`config.mk`:
```
export PLATFORM = sky130hd
export DESIGN_NAME = turn_scheduler_flat
export DESIGN_NICKNAME = d
export VERILOG_FILES = /design/src/rtl/game_pkg.sv /design/src/rtl/turn_scheduler_if.sv /design/src/rtl/cmd_fifo.sv /design/src/rtl/turn_scheduler.sv /design/src/flat_wrapper.sv
export SDC_FILE = /design/constraint.sdc
export NUM_CORES = 1
export LEC_CHECK = 0
export BUFFER_PORTS_ARGS = -buffer_cell sky130_fd_sc_hd__buf_4
export CAP_MARGIN = 20
export CORE_MARGIN = 2
export CORE_UTILIZATION = 43
export DETAILED_ROUTE_END_ITERATION = 10
export MAX_ROUTING_LAYER = met4
export PLACE_DENSITY = 0.65
export SLEW_MARGIN = 20
export SYNTH_ARGS = -nofsm -noshare
export SYNTH_HDL_FRONTEND = slang
export SYNTH_SLANG_ARGS = --single-unit
export TNS_END_PERCENT = 10
```
`constraint.sdc`:
```
create_clock -name clock -period 6.8 [get_ports clock]
set_input_delay 0.68 -clock clock [delete_from_list [all_inputs] [get_ports clock]]
set_output_delay 0.68 -clock clock [all_outputs]
set_load 0.02 [all_outputs]
```
`src/rtl/game_pkg.sv`:
```
// Shared command codes, scheduler state encodings and widths for the turn scheduler slice.
package game_pkg;

  localparam int unsigned CMD_W = 3;

  typedef enum logic [CMD_W-1:0] {
    CMD_UP     = 3'd0,
    CMD_DOWN   = 3'd1,
    CMD_LEFT   = 3'd2,
    CMD_RIGHT  = 3'd3,
    CMD_SELECT = 3'd4,
    CMD_HALF   = 3'd5,
    CMD_FWD    = 3'd6,
    CMD_END    = 3'd7
  } cmd_t;

  typedef logic [1:0] sched_state_t;

  localparam sched_state_t ST_IDLE   = 2'd0;
  localparam sched_state_t ST_TURN   = 2'd1;
  localparam sched_state_t ST_DRAIN  = 2'd2;
  localparam sched_state_t ST_SWITCH = 2'd3;

endpackage

```
`src/rtl/turn_scheduler_if.sv`:
```
// Keyboard input, game-logic command handshake and turn status bundle.
interface turn_scheduler_if;

  logic                      keyboard_locker;
  logic [game_pkg::CMD_W-1:0] keyboard_data;
  logic                      cmd_valid;
  logic                      cmd_ready;
  logic [game_pkg::CMD_W-1:0] cmd_data;
  logic                      cmd_player;
  logic                      turn_player;
  logic [7:0]                time_left;
  logic [15:0]               turn_count;
  logic                      overflow;

  modport master (
    input  keyboard_locker, keyboard_data, cmd_ready,
    output cmd_valid, cmd_data, cmd_player, turn_player, time_left, turn_count, overflow
  );

  modport slave (
    output keyboard_locker, keyboard_data, cmd_ready,
    input  cmd_valid, cmd_data, cmd_player, turn_player, time_left, turn_count, overflow
  );

endinterface

```
`src/rtl/cmd_fifo.sv`:
```
// Synchronous command FIFO; wrap-bit pointers, a pop frees room for a same-cycle push when full.
module cmd_fifo #(
  parameter int unsigned WIDTH = 3,
  parameter int unsigned DEPTH = 4
) (
  input  logic             clock,
  input  logic             reset_n,
  input  logic             push,
  input  logic             pop,
  input  logic             flush,
  input  logic [WIDTH-1:0] din,
  output logic [WIDTH-1:0] dout,
  output logic             full,
  output logic             empty
);

  localparam int unsigned AW = $clog2(DEPTH);

  logic [WIDTH-1:0] mem [DEPTH];
  logic [AW:0]      wr_ptr;
  logic [AW:0]      rd_ptr;
  logic             do_push;
  logic             do_pop;

  // status flags, accepted push/pop and head read
  always_comb begin
    empty   = (wr_ptr == rd_ptr);
    full    = (wr_ptr[AW] != rd_ptr[AW]) && (wr_ptr[AW-1:0] == rd_ptr[AW-1:0]);
    do_pop  = pop & ~empty;
    do_push = push & (~full | do_pop);
    dout    = mem[rd_ptr[AW-1:0]];
  end

  // pointer advance, flush returns both pointers to zero
  always_ff @(posedge clock or negedge reset_n) begin
    if (!reset_n) begin
      wr_ptr <= '0;
      rd_ptr <= '0;
    end else if (flush) begin
      wr_ptr <= '0;
      rd_ptr <= '0;
    end else begin
      if (do_push) wr_ptr <= wr_ptr + 1'b1;
      if (do_pop)  rd_ptr <= rd_ptr + 1'b1;
    end
  end

  // storage write
  always_ff @(posedge clock) begin
    if (do_push && !flush) mem[wr_ptr[AW-1:0]] <= din;
  end

endmodule

```
`src/rtl/turn_scheduler.sv`:
```
// Buffers keyboard commands and forwards them to the game logic one turn at a time,
// alternating players on end-turn key, move limit or timeout.
module turn_scheduler
  import game_pkg::*;
#(
  parameter int unsigned TICK_CYCLES  = 50_000_000,
  parameter int unsigned TURN_SECONDS = 15,
  parameter int unsigned MAX_MOVES    = 8,
  parameter int unsigned FIFO_DEPTH   = 4
) (
  input logic              clock,
  input logic              reset_n,
  input logic              start,
  turn_scheduler_if.master sched
);

  localparam int unsigned PW = (TICK_CYCLES > 1) ? $clog2(TICK_CYCLES) : 1;
  localparam int unsigned MW = $clog2(MAX_MOVES + 1);

  sched_state_t     state;
  logic             lock_q;
  logic [PW-1:0]    presc;
  logic [MW-1:0]    moves;
  logic             in_turn;
  logic             rise;
  logic             push;
  logic             pop;
  logic             xfer;
  logic             tick;
  logic             head_end;
  logic             end_req;
  logic             fifo_full;
  logic             fifo_empty;
  logic [CMD_W-1:0] fifo_dout;

  cmd_fifo #(
    .WIDTH (CMD_W),
    .DEPTH (FIFO_DEPTH)
  ) u_fifo (
    .clock   (clock),
    .reset_n (reset_n),
    .push    (push),
    .pop     (pop),
    .flush   (state == ST_SWITCH),
    .din     (sched.keyboard_data),
    .dout    (fifo_dout),
    .full    (fifo_full),
    .empty   (fifo_empty)
  );

  // previous locker level for rising-edge detection
  always_ff @(posedge clock or negedge reset_n) begin
    if (!reset_n) lock_q <= 1'b0;
    else          lock_q <= sched.keyboard_locker;
  end

  // capture, output-slot load, timer tick and the merged turn-end request
  always_comb begin
    in_turn  = (state == ST_TURN);
    rise     = sched.keyboard_locker & ~lock_q;
    push     = rise & in_turn;
    xfer     = sched.cmd_valid & sched.cmd_ready;
    pop      = in_turn & (~sched.cmd_valid | sched.cmd_ready) & ~fifo_empty;
    head_end = (cmd_t'(fifo_dout) == CMD_END);
    tick     = in_turn & (presc == PW'(TICK_CYCLES - 1));
    end_req  = (pop & head_end)
             | (in_turn & xfer & (moves == MW'(MAX_MOVES - 1)))
             | (tick & (sched.time_left <= 8'd1));
  end

  // turn sequencing
  always_ff @(posedge clock or negedge reset_n) begin
    if (!reset_n) begin
      state <= ST_IDLE;
    end else begin
      case (state)
        ST_IDLE:   if (start) state <= ST_TURN;
        ST_TURN:   if (end_req) state <= ST_DRAIN;
        ST_DRAIN:  if (!sched.cmd_valid) state <= ST_SWITCH;
        default:   state <= ST_TURN;
      endcase
    end
  end

  // turn owner, countdown timer, move count, overflow flag and turn counter
  always_ff @(posedge clock or negedge reset_n) begin
    if (!reset_n) begin
      sched.turn_player <= 1'b0;
      sched.time_left   <= '0;
      sched.turn_count  <= '0;
      sched.overflow    <= 1'b0;
      presc             <= '0;
      moves             <= '0;
    end else begin
      case (state)
        ST_IDLE: begin
          if (start) begin
            sched.turn_player <= 1'b0;
            sched.time_left   <= 8'(TURN_SECONDS);
          end
        end
        ST_TURN: begin
          presc <= tick ? '0 : presc + 1'b1;
          if (tick && sched.time_left != '0) sched.time_left <= sched.time_left - 1'b1;
          if (xfer) moves <= moves + 1'b1;
          if (push && fifo_full && !pop) sched.overflow <= 1'b1;
        end
        ST_SWITCH: begin
          sched.turn_player <= ~sched.turn_player;
          sched.time_left   <= 8'(TURN_SECONDS);
          sched.turn_count  <= sched.turn_count + 1'b1;
          sched.overflow    <= 1'b0;
          presc             <= '0;
          moves             <= '0;
        end
        default: ;
      endcase
    end
  end

  // output register: an END_TURN head is consumed without being offered
  always_ff @(posedge clock or negedge reset_n) begin
    if (!reset_n) begin
      sched.cmd_valid  <= 1'b0;
      sched.cmd_data   <= '0;
      sched.cmd_player <= 1'b0;
    end else if (pop && !head_end) begin
      sched.cmd_valid  <= 1'b1;
      sched.cmd_data   <= fifo_dout;
      sched.cmd_player <= sched.turn_player;
    end else if (xfer || (pop && head_end)) begin
      sched.cmd_valid  <= 1'b0;
    end
  end

endmodule

```
`src/flat_wrapper.sv`:
```
// flat-port wrapper written by rule: the top's interface ports become plain ports
module turn_scheduler_flat import game_pkg::*;
#(
  parameter int unsigned TICK_CYCLES  = 50_000_000,
  parameter int unsigned TURN_SECONDS = 15,
  parameter int unsigned MAX_MOVES    = 8,
  parameter int unsigned FIFO_DEPTH   = 4
)
  (clock, reset_n, start, sched_keyboard_locker, sched_keyboard_data, sched_cmd_ready, sched_cmd_valid, sched_cmd_data, sched_cmd_player, sched_turn_player, sched_time_left, sched_turn_count, sched_overflow);
  turn_scheduler_if sched_i ();
  input logic clock;
  input logic reset_n;
  input logic start;
  input wire logic [$bits(sched_i.keyboard_locker)-1:0] sched_keyboard_locker;
  input wire logic [$bits(sched_i.keyboard_data)-1:0] sched_keyboard_data;
  input wire logic [$bits(sched_i.cmd_ready)-1:0] sched_cmd_ready;
  output wire logic [$bits(sched_i.cmd_valid)-1:0] sched_cmd_valid;
  output wire logic [$bits(sched_i.cmd_data)-1:0] sched_cmd_data;
  output wire logic [$bits(sched_i.cmd_player)-1:0] sched_cmd_player;
  output wire logic [$bits(sched_i.turn_player)-1:0] sched_turn_player;
  output wire logic [$bits(sched_i.time_left)-1:0] sched_time_left;
  output wire logic [$bits(sched_i.turn_count)-1:0] sched_turn_count;
  output wire logic [$bits(sched_i.overflow)-1:0] sched_overflow;
  assign sched_i.keyboard_locker = sched_keyboard_locker;
  assign sched_i.keyboard_data = sched_keyboard_data;
  assign sched_i.cmd_ready = sched_cmd_ready;
  assign sched_cmd_valid = sched_i.cmd_valid;
  assign sched_cmd_data = sched_i.cmd_data;
  assign sched_cmd_player = sched_i.cmd_player;
  assign sched_turn_player = sched_i.turn_player;
  assign sched_time_left = sched_i.time_left;
  assign sched_turn_count = sched_i.turn_count;
  assign sched_overflow = sched_i.overflow;
  turn_scheduler #(.TICK_CYCLES(TICK_CYCLES), .TURN_SECONDS(TURN_SECONDS), .MAX_MOVES(MAX_MOVES), .FIFO_DEPTH(FIFO_DEPTH)) u_core (.clock(clock), .reset_n(reset_n), .start(start), .sched(sched_i));
endmodule
```
==> flow_summary.yaml <==
clock_tree:
  root_buffer: "clkbuf_8"
  cts_resized: 0
  cts.hold.buffers_added: 0
  clock_path_buffers: 2
  clock-sinks: 82
  worst_skew_pair.late_latency_ns: 0.36
  numCtsBuffers: 9
  post_cts_buffers: 0
  htreeDepth: 3
  clkTransAtPathRegs_ns: 0.09
  cts_tree: "yes"
routing:
  antenna_left: 0
  routed_via_density: 5.329
  wl_per_cell_microns: 14.25
  vias: 2984
  drt-initial-drc-count: 85
  wirelength_mm: 7.978
  dr.pass1.iters: 4
  drc: 0
logic_synthesis:
  async_reset_ff_share_pct: 85.37
  synth_top_area_share_pct: 41.83
  yosysWarningCount: 0
  yosys.area.top_type: "dfrtp_1"
  ys_seq_area_share_pct: 50.43
  synth_top_flop_cell: "dfrtp_1"
  netlist_area_sq_um: 4188
  avgSynthCellArea_sq_um: 10.88
  synthTopCellsByArea: "dfrtp_1 (42%), edfxtp_1 (8.6%), xnor2_1 (6.5%), ha_1 (4.8%), nor2_1 (4.1%)"
  syn_inst: 385
  ys_types: 59
  synth_nets: 409
  ys_ff_latch: 82
  synth-edff-count: 12
status:
  outcome: "complete, no violations"
worst_setup_path:
  worstPathArrival_ns: 3.29
  cpMostUsedCell: "inv_1"
  cp_slowest_stage_delay_ns: 0.71
  cp_cell_sequence: "inv_1 > ha_1 > inv_1 > a311o_1 > nor2b_1 > mux2_2"
  crit_required_ns: 7.05
  crit_path_top_delay_cell: "ha_1"
  endpoint_kind: "flip-flop"
  rr_worst_depth: 6
  crit_type: "reg -> reg"
  critPathMaxFanout: 25
  start_kind: "flip-flop"
placed_design:
  io_buffers: 38
  dp_slack_ns: 3.770
  hpwl_mm: 5.560
  post-place-cells: 544
  gp_congestion: 0.8246
  place_area_sq_um: 4583
global_route:
  grt_max_degree: 71
  grt_pass1_vias: 2853
  overflow: 0
  grtUsageTotal_pct: 16.58
  antenna_found_initial: 0
  grt_pass1_wl_mm: 13.35
timing:
  finalCritPeriodShare_pct: 44.62
  skew_ns: 0.008468
  hold_ws_ns: 0.4315
  worst_pin_slew_ns: 0.8868
  max-slew-margin-rel_pct: 40.88
  fin_crit_ns: 3.034
  max_freq_ghz: 0.3296
  tns_ns: 0
  finalHoldViolations: 0
  finalWorstSetupSlack_ns: 3.766
  setup-violations-final: 0
  rsz0062_at_grt: "false"
  slew_violations: 0
power_and_ir_drop:
  p_comb_share_pct: 31.3
  internal-power_mw: 0.8629
  swShare_pct: 38.25
  total_power_mw: 1.397
  ir_drop_uv: 124.0
  power_density_nw_per_um2: 293.2
  p_sw_mw: 0.5345
  p_clk_share_pct: 24.0
  p_leak_nw: 2.104
  pwr-share-seq_pct: 44.7
floorplanning:
  rows: 36
  core_sq_um: 9594
  die_w_microns: 102.7
  die_h_microns: 102.7
  die-area_sq_um: 10540
  start_util_pct: 43.65
  pin_count: 39
layout:
  final_common_cell: "dfrtp_1"
  design_area_sq_um: 4766
  fillerInstances: 902
  nNetsFinal: 446
  final_cell_mix: "dfrtp_1 (70), nor2_1 (46), buf_4 (38), nand2_1 (32), xnor2_1 (31)"
  utilization_pct: 49.67
  antenna_cells: 0
  drive_above_1_share_pct: 17.10
  area_growth_pct: 13.80
  stdcell_count: 560
run:
  maxCapViolations: 0
min_path:
  hp-class: "in -> async"
-- worst max-delay path, delay by kind of cell, from the launching register on --
kind / cells / cell delay, ns
AO/OA/AOI/OAI: 1 / 0.51
adder cells (fa/ha/maj): 1 / 0.71
buffers and inverters: 2 / 0.52
flip-flops: 1 / 0.42
multiplexers: 1 / 0.39
AND/OR/NAND/NOR: 1 / 0.38
-- flip-flops by register name (all words and copies together) (netlist names) --
register,flops
u_core.lock_q,1
u_core.moves,4
u_core.presc,26
u_core.sched.cmd_data,3
u_core.sched.cmd_player,1
u_core.sched.cmd_valid,1
u_core.sched.overflow,1
u_core.sched.time_left,8
u_core.sched.turn_count,16
u_core.sched.turn_player,1
u_core.state,2
u_core.u_fifo.mem,12
u_core.u_fifo.rd_ptr,3
u_core.u_fifo.wr_ptr,3
-- synth_stat cells, types with 2 or more instances --
cell type,instances
dfrtp_1,70
nor2_1,46
nand2_1,32
xnor2_1,31
nand3_1,19
ha_1,16
xor2_1,15
inv_1,14
edfxtp_1,12
nor3_1,11
and3_1,10
nand4_1,10
and4_1,8
a21oi_1,7
clkbuf_1,5
mux2i_1,5
o21ai_0,5
mux2_2,4
nor2b_1,4
a211o_1,3
buf_1,3
buf_2,3
mux4_2,3
nor3b_1,3
o22a_1,3
a211oi_1,2
a22oi_1,2
a32o_1,2
nand4_2,2
nor4_1,2
nor4_2,2
nor4_4,2
or2_2,2
or4_1,2
-- final timing paths --
kind / start / slack (ns) / to
setup reg to reg: u_core.state[1] / 3.77 / u_core.sched.cmd_player
hold / removal: reset_n / 0.43 / u_core.presc[20]
max in group asynchronous: reset_n / 5.78 / u_core.presc[2]
min in group clock: sched_keyboard_locker / 0.43 / u_core.lock_q
setup / recovery: u_core.state[1] / 3.77 / u_core.sched.cmd_player
hold reg to reg: u_core.sched.turn_count[15] / 0.49 / u_core.sched.turn_count[15]
-- power groups by stage --
stage	Combinational, mW	Sequential [mW]	Clock, mW
6_report	0.437	0.625	0.335
5_1_grt	0.492	0.636	0.366
4_1_cts	0.445	0.625	0.345
3_5_place_dp	0.445	0.635	0
3_3_place_gp	0.432	0.632	0
2_1_floorplan	0.267	0.664	0
-- routing by layer --
metal,wire (microns),part of all wire [%],up-vias,global-route usage [%]
met1,3759,47,1478,21.60
li1,-,-,1443,-
met4,166,2.1,0,7.385
met2,3845,48,46,25.49
met5,0,0,-,-
met3,206,2.6,17,2.847
-- cells by family after synthesis --
| group | Yosys count | share of synthesized area [%] |
|---|---|---|
| adder cells (fa/ha/maj) | 16 | 4.780 |
| XOR/XNOR | 46 | 9.621 |
| flip-flops | 82 | 50.43 |
| AO/OA/AOI/OAI | 40 | 7.141 |
| multiplexers | 12 | 3.884 |
| buffers and inverters | 26 | 2.599 |
| AND/OR/NAND/NOR | 163 | 21.54 |
-- layout make-up --
cell class / instances / area, sq um / share of cell area (%)
multi-input cells: 277 / 1967 / 41.27
clock inverters: 7 / 58.81 / 1.234
repair buffers: 38 / 285.3 / 5.986
inverters: 14 / 52.55 / 1.103
well taps: 133 / 166.4 / 3.492
clock buffers: 9 / 123.9 / 2.599
flip-flops and latches: 82 / 2112 / 44.32
Note: power is estimated with default switching activity, not from simulation.
